==> src/rtl/multicycle_ctrl.sv <==
// Multicycle ARM sequencing controller: Moore FSM, NZCV flags register and condition check.
// Optional retire counter (RetireCount) is built when MULTICYCLE_CTRL_PERF_EN is defined.
module multicycle_ctrl (
    input  logic        clk,
    input  logic        reset,
    input  logic [31:0] Instr,
    input  logic [3:0]  ALUFlags,
    output logic        PCWrite,
    output logic        AdrSrc,
    output logic        MemWrite,
    output logic        IRWrite,
    output logic        RegWrite,
    output logic [1:0]  ResultSrc,
    output logic        ALUSrcA,
    output logic [1:0]  ALUSrcB,
    output logic [1:0]  ImmSrc,
    output logic [1:0]  RegSrc,
    output logic [3:0]  ALUControl,
    output logic        Undef
`ifdef MULTICYCLE_CTRL_PERF_EN
    ,
    output logic [31:0] RetireCount
`endif
);

    typedef enum logic [3:0] {
        S_FETCH, S_DECODE, S_MEMADR, S_MEMRD, S_MEMWB,
        S_MEMWR, S_EXECR, S_EXECI, S_ALUWB, S_BRANCH
    } state_t;

    localparam logic [3:0] ALU_ADD = 4'b0000;
    localparam logic [3:0] ALU_SUB = 4'b0001;
    localparam logic [3:0] ALU_AND = 4'b0010;
    localparam logic [3:0] ALU_ORR = 4'b0011;
    localparam logic [3:0] ALU_EOR = 4'b0100;
    localparam logic [3:0] ALU_MOV = 4'b0101;

    state_t     r_state;
    state_t     w_next;
    logic [3:0] r_flags;

    logic [1:0] w_op;
    logic       w_i;
    logic [3:0] w_cmd;
    logic       w_s;
    logic       w_rd15;
    logic       w_u;
    logic       w_l;
    logic       w_bl;
    logic       w_cmd_ok;
    logic       w_is_cmp;
    logic       w_is_logic;
    logic [3:0] w_dp_alu;
    logic       w_undef;
    logic       w_cond;
    logic       w_unused;

    assign w_op     = Instr[27:26];
    assign w_i      = Instr[25];
    assign w_cmd    = Instr[24:21];
    assign w_s      = Instr[20];
    assign w_rd15   = (Instr[15:12] == 4'hF);
    assign w_u      = Instr[23];
    assign w_l      = Instr[20];
    assign w_bl     = Instr[24];
    assign w_unused = ^{Instr[19:16], Instr[11:5], Instr[3:0], w_bl};

    assign ImmSrc = w_op;
    assign RegSrc = {(w_op == 2'b01) && !w_l, (w_op == 2'b10)};

    function automatic logic cond_pass(input logic [3:0] cond, input logic [3:0] f);
        logic n, z, c, v;
        {n, z, c, v} = f;
        case (cond)
            4'b0000: cond_pass = z;
            4'b0001: cond_pass = !z;
            4'b0010: cond_pass = c;
            4'b0011: cond_pass = !c;
            4'b0100: cond_pass = n;
            4'b0101: cond_pass = !n;
            4'b0110: cond_pass = v;
            4'b0111: cond_pass = !v;
            4'b1000: cond_pass = c && !z;
            4'b1001: cond_pass = !c || z;
            4'b1010: cond_pass = (n == v);
            4'b1011: cond_pass = (n != v);
            4'b1100: cond_pass = !z && (n == v);
            4'b1101: cond_pass = z || (n != v);
            4'b1110: cond_pass = 1'b1;
            default: cond_pass = 1'b0;
        endcase
    endfunction

    assign w_cond = cond_pass(Instr[31:28], r_flags);

    always_comb begin
        w_cmd_ok   = 1'b1;
        w_is_cmp   = 1'b0;
        w_is_logic = 1'b0;
        w_dp_alu   = ALU_ADD;
        case (w_cmd)
            4'b0100: w_dp_alu = ALU_ADD;
            4'b0010: w_dp_alu = ALU_SUB;
            4'b1010: begin w_dp_alu = ALU_SUB; w_is_cmp = 1'b1; end
            4'b0000: begin w_dp_alu = ALU_AND; w_is_logic = 1'b1; end
            4'b1100: begin w_dp_alu = ALU_ORR; w_is_logic = 1'b1; end
            4'b0001: begin w_dp_alu = ALU_EOR; w_is_logic = 1'b1; end
            4'b1101: begin w_dp_alu = ALU_MOV; w_is_logic = 1'b1; end
            default: w_cmd_ok = 1'b0;
        endcase
    end

    // Memory ops reject byte access, post-indexing and writeback (bits 22, 24, 21).
    assign w_undef = (w_op == 2'b11)
                   || ((w_op == 2'b00) && ((!w_i && Instr[4]) || !w_cmd_ok))
                   || ((w_op == 2'b01) && (Instr[22] || !Instr[24] || Instr[21]));

    always_comb begin
        w_next = S_FETCH;
        case (r_state)
            S_FETCH:  w_next = S_DECODE;
            S_DECODE: begin
                if (!w_cond || w_undef) w_next = S_FETCH;
                else begin
                    case (w_op)
                        2'b01:   w_next = S_MEMADR;
                        2'b00:   w_next = w_i ? S_EXECI : S_EXECR;
                        2'b10:   w_next = S_BRANCH;
                        default: w_next = S_FETCH;
                    endcase
                end
            end
            S_MEMADR: w_next = w_l ? S_MEMRD : S_MEMWR;
            S_MEMRD:  w_next = S_MEMWB;
            S_EXECR,
            S_EXECI:  w_next = w_is_cmp ? S_FETCH : S_ALUWB;
            default:  w_next = S_FETCH;
        endcase
    end

    always_ff @(posedge clk) begin
        if (!reset) begin
            r_state <= S_FETCH;
            r_flags <= 4'b0000;
        end else begin
            r_state <= w_next;
            // Logical ops and MOV have no meaningful C/V, so those bits are kept.
            if (((r_state == S_EXECR) || (r_state == S_EXECI)) && (w_s || w_is_cmp)) begin
                r_flags[3:2] <= ALUFlags[3:2];
                if (!w_is_logic) r_flags[1:0] <= ALUFlags[1:0];
            end
        end
    end

    always_comb begin
        PCWrite    = 1'b0;
        AdrSrc     = 1'b0;
        MemWrite   = 1'b0;
        IRWrite    = 1'b0;
        RegWrite   = 1'b0;
        ResultSrc  = 2'b00;
        ALUSrcA    = 1'b0;
        ALUSrcB    = 2'b00;
        ALUControl = ALU_ADD;
        Undef      = 1'b0;
        if (!reset) begin
            ResultSrc = 2'b10;
            ALUSrcA   = 1'b1;
            ALUSrcB   = 2'b10;
        end else begin
            case (r_state)
                S_FETCH: begin
                    IRWrite   = 1'b1;
                    PCWrite   = 1'b1;
                    ALUSrcA   = 1'b1;
                    ALUSrcB   = 2'b10;
                    ResultSrc = 2'b10;
                end
                S_DECODE: begin
                    ALUSrcA   = 1'b1;
                    ALUSrcB   = 2'b10;
                    ResultSrc = 2'b10;
                    Undef     = w_undef;
                end
                S_MEMADR: begin
                    ALUSrcB    = 2'b01;
                    ALUControl = w_u ? ALU_ADD : ALU_SUB;
                end
                S_MEMRD:  AdrSrc = 1'b1;
                S_MEMWB: begin
                    ResultSrc = 2'b01;
                    RegWrite  = 1'b1;
                    PCWrite   = w_rd15;
                end
                S_MEMWR: begin
                    AdrSrc   = 1'b1;
                    MemWrite = 1'b1;
                end
                S_EXECR:  ALUControl = w_dp_alu;
                S_EXECI: begin
                    ALUSrcB    = 2'b01;
                    ALUControl = w_dp_alu;
                end
                S_ALUWB: begin
                    RegWrite = 1'b1;
                    PCWrite  = w_rd15;
                end
                S_BRANCH: begin
                    ALUSrcB   = 2'b01;
                    ResultSrc = 2'b10;
                    PCWrite   = 1'b1;
                end
                default: ;
            endcase
        end
    end

`ifdef MULTICYCLE_CTRL_PERF_EN
    logic [31:0] r_retire;

    // A return to FETCH from anywhere but DECODE means an instruction completed.
    always_ff @(posedge clk) begin
        if (!reset) r_retire <= 32'd0;
        else if ((w_next == S_FETCH) && (r_state != S_DECODE)) r_retire <= r_retire + 32'd1;
    end

    assign RetireCount = r_retire;
`endif

endmodule

==> config.mk <==
export PLATFORM = sky130hd
export DESIGN_NAME = multicycle_ctrl
export DESIGN_NICKNAME = d
export VERILOG_FILES = /design/src/rtl/multicycle_ctrl.sv
export SDC_FILE = /design/constraint.sdc
export NUM_CORES = 1
export LEC_CHECK = 0
export BUFFER_PORTS_ARGS = -buffer_cell sky130_fd_sc_hd__buf_4
export CAP_MARGIN = 20
export CELL_PAD_IN_SITES_DETAIL_PLACEMENT = 1
export CELL_PAD_IN_SITES_GLOBAL_PLACEMENT = 2
export CORE_ASPECT_RATIO = 1.5
export CORE_MARGIN = 1
export CORE_UTILIZATION = 21
export CTS_CLUSTER_DIAMETER = 30
export CTS_CLUSTER_SIZE = 20
export DETAILED_ROUTE_END_ITERATION = 12
export PLACE_DENSITY = 0.75
export SETUP_SLACK_MARGIN = 0.02
export SYNTH_ARGS = -nofsm -noshare
export SYNTH_HDL_FRONTEND = slang
export SYNTH_SLANG_ARGS = --single-unit
==> constraint.sdc <==
create_clock -name clk -period 2 [get_ports clk]
set_input_delay 0 -clock clk [delete_from_list [all_inputs] [get_ports clk]]
set_output_delay 0 -clock clk [all_outputs]
set_load 0.05 [all_outputs]
==> summary.txt, run 1 <==
Run status
  • Status: finished with violations
  • Failing checks: design-rule violations

Cells and area
  • Share of layout cells above drive strength 1: 0.3293
  • Commonest non-fill, non-tap cell in the layout: buf_4
  • Multi-input logic area: 693.2 µm²
  • Inserted Diodes: 0
  • Final net count: 204
  • Most frequent cells in the layout: 43 x buf_4, 10 x nor2_1, 10 x nor2b_1
  • Post-Layout Cell Count: 210
  • Register area: 160.2 µm²
  • Synth-to-layout area growth: 37.78%
  • Filler instances: 539

Logic synthesis
  • Net Count, Synth: 170
  • Instance count of the mapped netlist: 132
  • Sequential area share after synthesis: 0.1691
  • Yosys reg bits: 8
  • Mux contribution to synthesized area: 0.08587
  • Main combinational cell family by area after synthesis: simple AND/OR/NAND/NOR gates
  • Synth area leader: dfxtp_1
  • Mapped Area: 947.2 µm²
  • Yosys warning count: 0
  • Post-synth top area share: 0.1691
  • Adder-cell area share of the yosys netlist: 0
  • Leading post-synthesis cells by cell area: dfxtp_1 17%, mux2i_1 7.4%, nor2b_1 6.6%
  • Post-synthesis simple-gate area fraction: 0.3540
  • Xor/xnor share of the synthesized area: 0.04624
  • Compound-gate portion of the synthesized area: 0.2299
  • Yosys cell types: 42
  • Synth Area per Inst: 7.175 µm²

Clocking
  • Post-CTS sizing: 0
  • Clk Latency, worst-skew pair: 0.23 ns
  • Hold Buf Count CTS: 0
  • H-tree levels: 1
  • Postcts setup bufs: 0
  • Worst-path clk slew: 0.04 ns
  • Sink Count: 8
  • Num CTS Buffers: 3
  • CTS tree: yes
  • Longest Clk Path Bufs: 2
  • Root Buffer: clkbuf_8

Critical path
  • Max Fanout on Critical Path: 11
  • Buf+Inv Stages, Crit Path: 1
  • Worst R2R End: r_state[3]
  • R2r setup slk: 0.23 ns
  • Worst path depth: 7
  • Slowest CP cell: dfxtp_1
  • Worst Setup SP: r_state[1]
  • Worst setup EP type: primary output
  • WS Path Type: flip-flop to primary output
  • RR Startpoint: r_flags[3]
  • WP data arrival: 1.80 ns
  • Largest stage delay, worst path: 0.58 ns
  • CP cell instances: nor2b_1 > nand2_1 > nor2_1 > nand3_1 > o21ai_0 > and2_1 > buf_4
  • Critical Path Source Type: flip-flop
  • CP top delay family: simple AND/OR/NAND/NOR gates
  • Crit path required time: 2.00 ns
  • R2R depth: 5

STA
  • Final setup viols: 0
  • Fin crit share: 0.8981
  • Final hold violations: 0
  • Worst slew pin tran: 0.4880 ns
  • RSZ-0062 raised after global routing: false
  • Crit path time final: 1.796 ns
  • Slew Viols, Final: 0
  • Worst setup margin: 0.2039 ns
  • Slew Limit Headroom: 0.6701
  • Maximum clock rate: 0.5568 GHz
  • Clk_skew: 0.001816 ns
  • Setup_tns: 0 ns

Route
  • DR vias: 1,052
  • DRT Wirelength: 2809 µm
  • Detail Route Antenna Nets: 0
  • Routed WL per cell: 13.38 µm
  • First-pass DRT Iterations: 8
  • Drt drc: 5
  • DR vias/cell: 5.010
  • Drt initial violations: 22

Hold path
  • Worst min path class: primary input to flip-flop
  • Hold_sp: ALUFlags[3]
  • Sink of the worst hold path: r_flags[3]
  • Hold path depth: 3

Die
  • Die Wd: 56.84 µm
  • Die Ht: 84.25 µm
  • Initial Util: 0.2212
  • Row cnt: 29
  • Core Area: 4282 µm²
  • Die ar.: 4788 µm²
  • # IOs: 57

Run
  • Max-Cap Viols: 0

Global route
  • Grt ovf: 0
  • First-pass GRT wire length: 4726 µm
  • Overall Global Routing Usage: 0.1212
  • Largest net degree at the start of global routing: 15
  • Vias in the first global route: 1,042
  • Initial antenna violation count: 0

Placed design
  • Detail Placement HPWL: 2288 µm
  • Port Buffers: 40
  • Cell total after placement: 207
  • Routability cong.: 0.6898
  • Setup WS pre-CTS: 0.2188 ns

Power
  • Pwr per Cell Area: 440.8 nW/µm²
  • Static leakage: 0.5508 nW
  • Max VDD drop: 0.0001171 V
==> state kept, by name (all words and copies together) (netlist names) <==
signal and flops:
r_flags 4, r_state 4
==> final cells by class <==
class | count | area share
sequential | 8 | 0.1227
tap | 46 | 0.04410
timing repair buffer | 43 | 0.2474
clock buffer | 3 | 0.03164
inverter | 8 | 0.02301
multi-input combinational | 102 | 0.5312
==> per-layer routing <==
layer	up-vias	routed length (µm)	global-route usage
li1	530	-	-
met1	492	1127	0.1318
met2	25	1514	0.2316
met3	5	132	0.02928
met4	0	34	0.02661
met5	-	0	0
==> how the worst max path moves through the flow <==
stage | endpoint | slack [ns]
floorplan | Undef | 0.07
global placement | r_state[3] | 0.23
detailed placement | r_state[3] | 0.22
CTS | ALUControl[0] | 0.19
global route | ALUControl[0] | 0.03
finish | ALUControl[0] | 0.20
==> metrics by stage <==
stage | util | hold slack (ns) | cell area [µm²] | total power (W)
2_1_floorplan | - | 0.1457 | 958.4 | 0.0003084
3_3_place_gp | 0.2951 | 0.2570 | 1264 | 0.0003759
3_5_place_dp | 0.2951 | 0.2643 | 1264 | 0.0003814
4_1_cts | 0.3048 | 0.01937 | 1305 | 0.0005827
5_1_grt | 0.3048 | 0.04176 | 1305 | 0.0006061
6_report | 0.3048 | 0.02047 | 1305 | 0.0005752
==> worst register-to-register path, delay by kind of cell, from the launching register on <==
family / cells / cell delay, ns
AOI/OAI and AO/OA: 3 / 0.59
and+or+nand+nor: 1 / 0.49
DFF: 1 / 0.43
xor gates and xnor gates: 1 / 0.15
==> report_power, final <==
group | switching, W | internal, W | leakage, nW
clock network | 0.0000680 | 0.000131 | 0.0216
logic | 0.000125 | 0.0000840 | 0.464
registers | 0.00000361 | 0.000163 | 0.0648
total | 0.000197 | 0.000378 | 0.551
==> cell usage after synthesis <==
master	number
a2111oi_4	1
a21boi_0	1
a21oi_1	3
a221oi_1	1
a22oi_1	1
a311oi_1	2
a31oi_1	3
a32oi_1	1
a41o_1	1
and2_1	1
and3_1	2
and4b_1	1
buf_2	5
buf_4	4
clkbuf_1	4
clkbuf_2	1
conb_1	1
dfxtp_1	8
inv_1	8
mux2_2	1
mux2i_1	7
nand2_1	9
nand2b_1	3
nand3_1	6
nand3b_1	2
nand4_1	2
nor2_1	10
nor2b_1	10
nor3_1	5
nor3b_1	2
nor3b_2	2
nor4b_1	2
o21ai_0	7
o21ai_1	3
o22ai_1	1
o31ai_1	2
o41ai_1	1
o41ai_2	1
or2_2	1
or4_1	1
xnor2_1	4
xor2_1	1
==> cells by family after synthesis <==
group,Yosys count
flip-flops,8
AO/OA/AOI/OAI,29
other,1
AND/OR/NAND/NOR,59
multiplexers,8
XOR/XNOR,5
buffers and inverters,22
(Power assumes the default switching activity.)
==> inputs of run 2 (changes only) <==
==> constraint.sdc (replaced) <==
create_clock -name clk -period 2 [get_ports clk]
set_input_delay 0.2 -clock clk [delete_from_list [all_inputs] [get_ports clk]]
set_output_delay 0.2 -clock clk [all_outputs]
set_load 0.05 [all_outputs]
==> summary.txt, run 2 (synthesized netlist as in run 1, its figures left out) <==
STA
  • Final setup viols: 0 (unchanged)
  • Slew Viols, Final: 0 (unchanged)
  • Clk_skew: 0.004927 ns (+0.003111 ns)
  • Maximum clock rate: 0.5556 GHz (-0.20%)
  • Slew Limit Headroom: 0.6740 (+0.003917)
  • Worst slew pin tran: 0.4822 ns (-0.005794 ns)
  • RSZ-0062 raised after global routing: false
  • Final hold violations: 0 (unchanged)
  • Fin crit share: 0.8999 (+0.001831)
  • Crit path time final: 1.800 ns (+0.003663 ns)
  • Setup_tns: 0 ns (unchanged)

Clocking
  • CTS tree: yes
  • Num CTS Buffers: 3 (unchanged)
  • Sink Count: 8 (unchanged)
  • Postcts setup bufs: 0 (unchanged)
  • Root Buffer: clkbuf_8
  • Hold Buf Count CTS: 0 (unchanged)
  • Post-CTS sizing: 0 (unchanged)
  • Clk Latency, worst-skew pair: 0.23 ns (about the same)
  • H-tree levels: 1 (unchanged)
  • Longest Clk Path Bufs: 2 (unchanged)
  • Worst-path clk slew: 0.04 ns (about the same)

Cells and area
  • Inserted Diodes: 0 (unchanged)
  • Most frequent cells in the layout: 44 x buf_4, 10 x nor2_1, 10 x nor2b_1
  • Synth-to-layout area growth: 40.82%
  • Commonest non-fill, non-tap cell in the layout: buf_4
  • Largest regs: r_flags: 4 flops, r_state: 4 flops
  • Fin area: 1334 µm² (+2.2%)
  • Final net count: 205 (+0.49%)
  • Share of layout cells above drive strength 1: 0.3576 (+0.02831)
  • Filler instances: 558 (+3.5%)

Power
  • Static leakage: 0.5602 nW (+1.7%)
  • Pwr per Cell Area: 432.4 nW/µm² (-1.9%)
  • Clock Power Share: 0.337 (-0.009)
  • Reg power frac: 0.288 (-0.002)
  • Switch share: 0.3418 (-0.0005826)
  • Switch Pwr: 0.0001971 W (about the same)
  • Max VDD drop: 0.0001333 V (+14%)
  • Internal power: 0.0003796 W (+0.34%)
  • Combinational power share: 0.375 (+0.011)

Route
  • First-pass DRT Iterations: 8 (unchanged)
  • DR vias/cell: 5.047 (+0.76%)
  • DRT Wirelength: 2958 µm (+5.3%)
  • DR WL met3: 129 µm (-2.3%)
  • Met1 WL: 1185 µm (+5.1%)
  • Detail Route Antenna Nets: 0 (unchanged)
  • Met2 Wirelength: 1642 µm (+8.5%)
  • Drt initial violations: 48 (+120%)
  • Routed WL per cell: 14.02 µm (+4.8%)
  • DR vias: 1,065 (+1.2%)
  • Drt drc: 6 (+1)
  • Highest routed layer: met3

Placed design
  • Placed Instance Area: 1292 µm² (+2.3%)
  • Port Buffers: 40 (unchanged)
  • Detail Placement HPWL: 2394 µm (+4.6%)
  • Routability cong.: 0.7354 (+6.6%)

Hold path
  • Worst min path class: primary input to flip-flop

Global route
  • Largest net degree at the start of global routing: 14 (-1)
  • Grt ovf: 0 (unchanged)
  • Vias in the first global route: 1,134 (+8.8%)
  • Overall Global Routing Usage: 0.1296 (+0.008348)
  • Initial antenna violation count: 0 (unchanged)
  • First-pass GRT wire length: 5009 µm (+6.0%)

Run status
  • Failing checks: design-rule violations
  • Status: finished with violations

Critical path
  • Crit path required time: 2.09 ns (+0.09 ns)
  • Worst setup EP type: flip-flop
  • WP data arrival: 1.89 ns (+0.09 ns)
  • WS Path Type: flip-flop to flip-flop
  • Max Fanout on Critical Path: 6 (-5)
  • Critical Path Source Type: flip-flop

Die
  • Die Wd: 56.84 µm (unchanged)
  • Die ar.: 4788 µm² (unchanged)
  • Row cnt: 29 (unchanged)
  • Die Ht: 84.25 µm (unchanged)
  • Initial Util: 0.2212 (unchanged)
  • Core Area: 4282 µm² (unchanged)
  • # IOs: 57 (unchanged)

Run
  • Max-Cap Viols: 0 (unchanged)
-- run 2: cell type report --
cell class	instances	area (µm²)	area share
well taps	46	57.56	0.04315
repair buffers	44	330.3	0.2477
inverters	8	30.03	0.02251
clock buffers	3	41.29	0.03096
multi-input cells	102	714.4	0.5356
flip-flops and latches	8	160.2	0.1201
-- run 2: worst paths after layout --
| check | startpoint | endpoint | slack, ns | cells after the start |
|---|---|---|---|---|
| max reg2reg | r_flags[3] | r_state[0] | 0.20 | 6 |
| max | r_flags[3] | r_state[0] | 0.20 | 6 |
| min reg2reg | r_state[1] | r_state[2] | 0.49 | 2 |
| min | ALUFlags[0] | r_flags[0] | 0.24 | 3 |
-- run 2: power by group through the flow --
stage	combinational (W)	sequential, W	clock [W]
after detailed placement	0.000217	0.000169	0
after floorplan	0.000144	0.000168	0
after global routing	0.000234	0.000166	0.000210
after global placement	0.000212	0.000169	0
final	0.000216	0.000166	0.000195
after CTS	0.000218	0.000166	0.000198
-- run 2: per-stage QoR --
stage | hold slack [ns] | power, W | std cells | util | setup slack [ns]
floorplan | 0.3457 | 0.0003121 | 132 | - | 0.01466
global placement | 0.4602 | 0.0003807 | 208 | 0.3019 | 0.2782
detailed placement | 0.4763 | 0.0003856 | 208 | 0.3019 | 0.2338
CTS | 0.2403 | 0.0005818 | 211 | 0.3115 | 0.1676
global route | 0.2615 | 0.0006099 | 211 | 0.3115 | 0.07245
finish | 0.2364 | 0.0005767 | 211 | 0.3115 | 0.2002
-- run 2: routing by layer --
metal	up-vias	global-route usage
met2	27	0.2424
met3	0	0.01695
li1	532	-
met4	0	0.05765
met1	506	0.1418
met5	-	0
-- run 2: critical path, cell delays in order, from the launching register on --
cell and delay [ns]:
dfxtp_1 0.45, xnor2_1 0.17, a31oi_1 0.15, a31oi_1 0.19
a31oi_1 0.15, a2111oi_4 0.42, o22ai_1 0.15
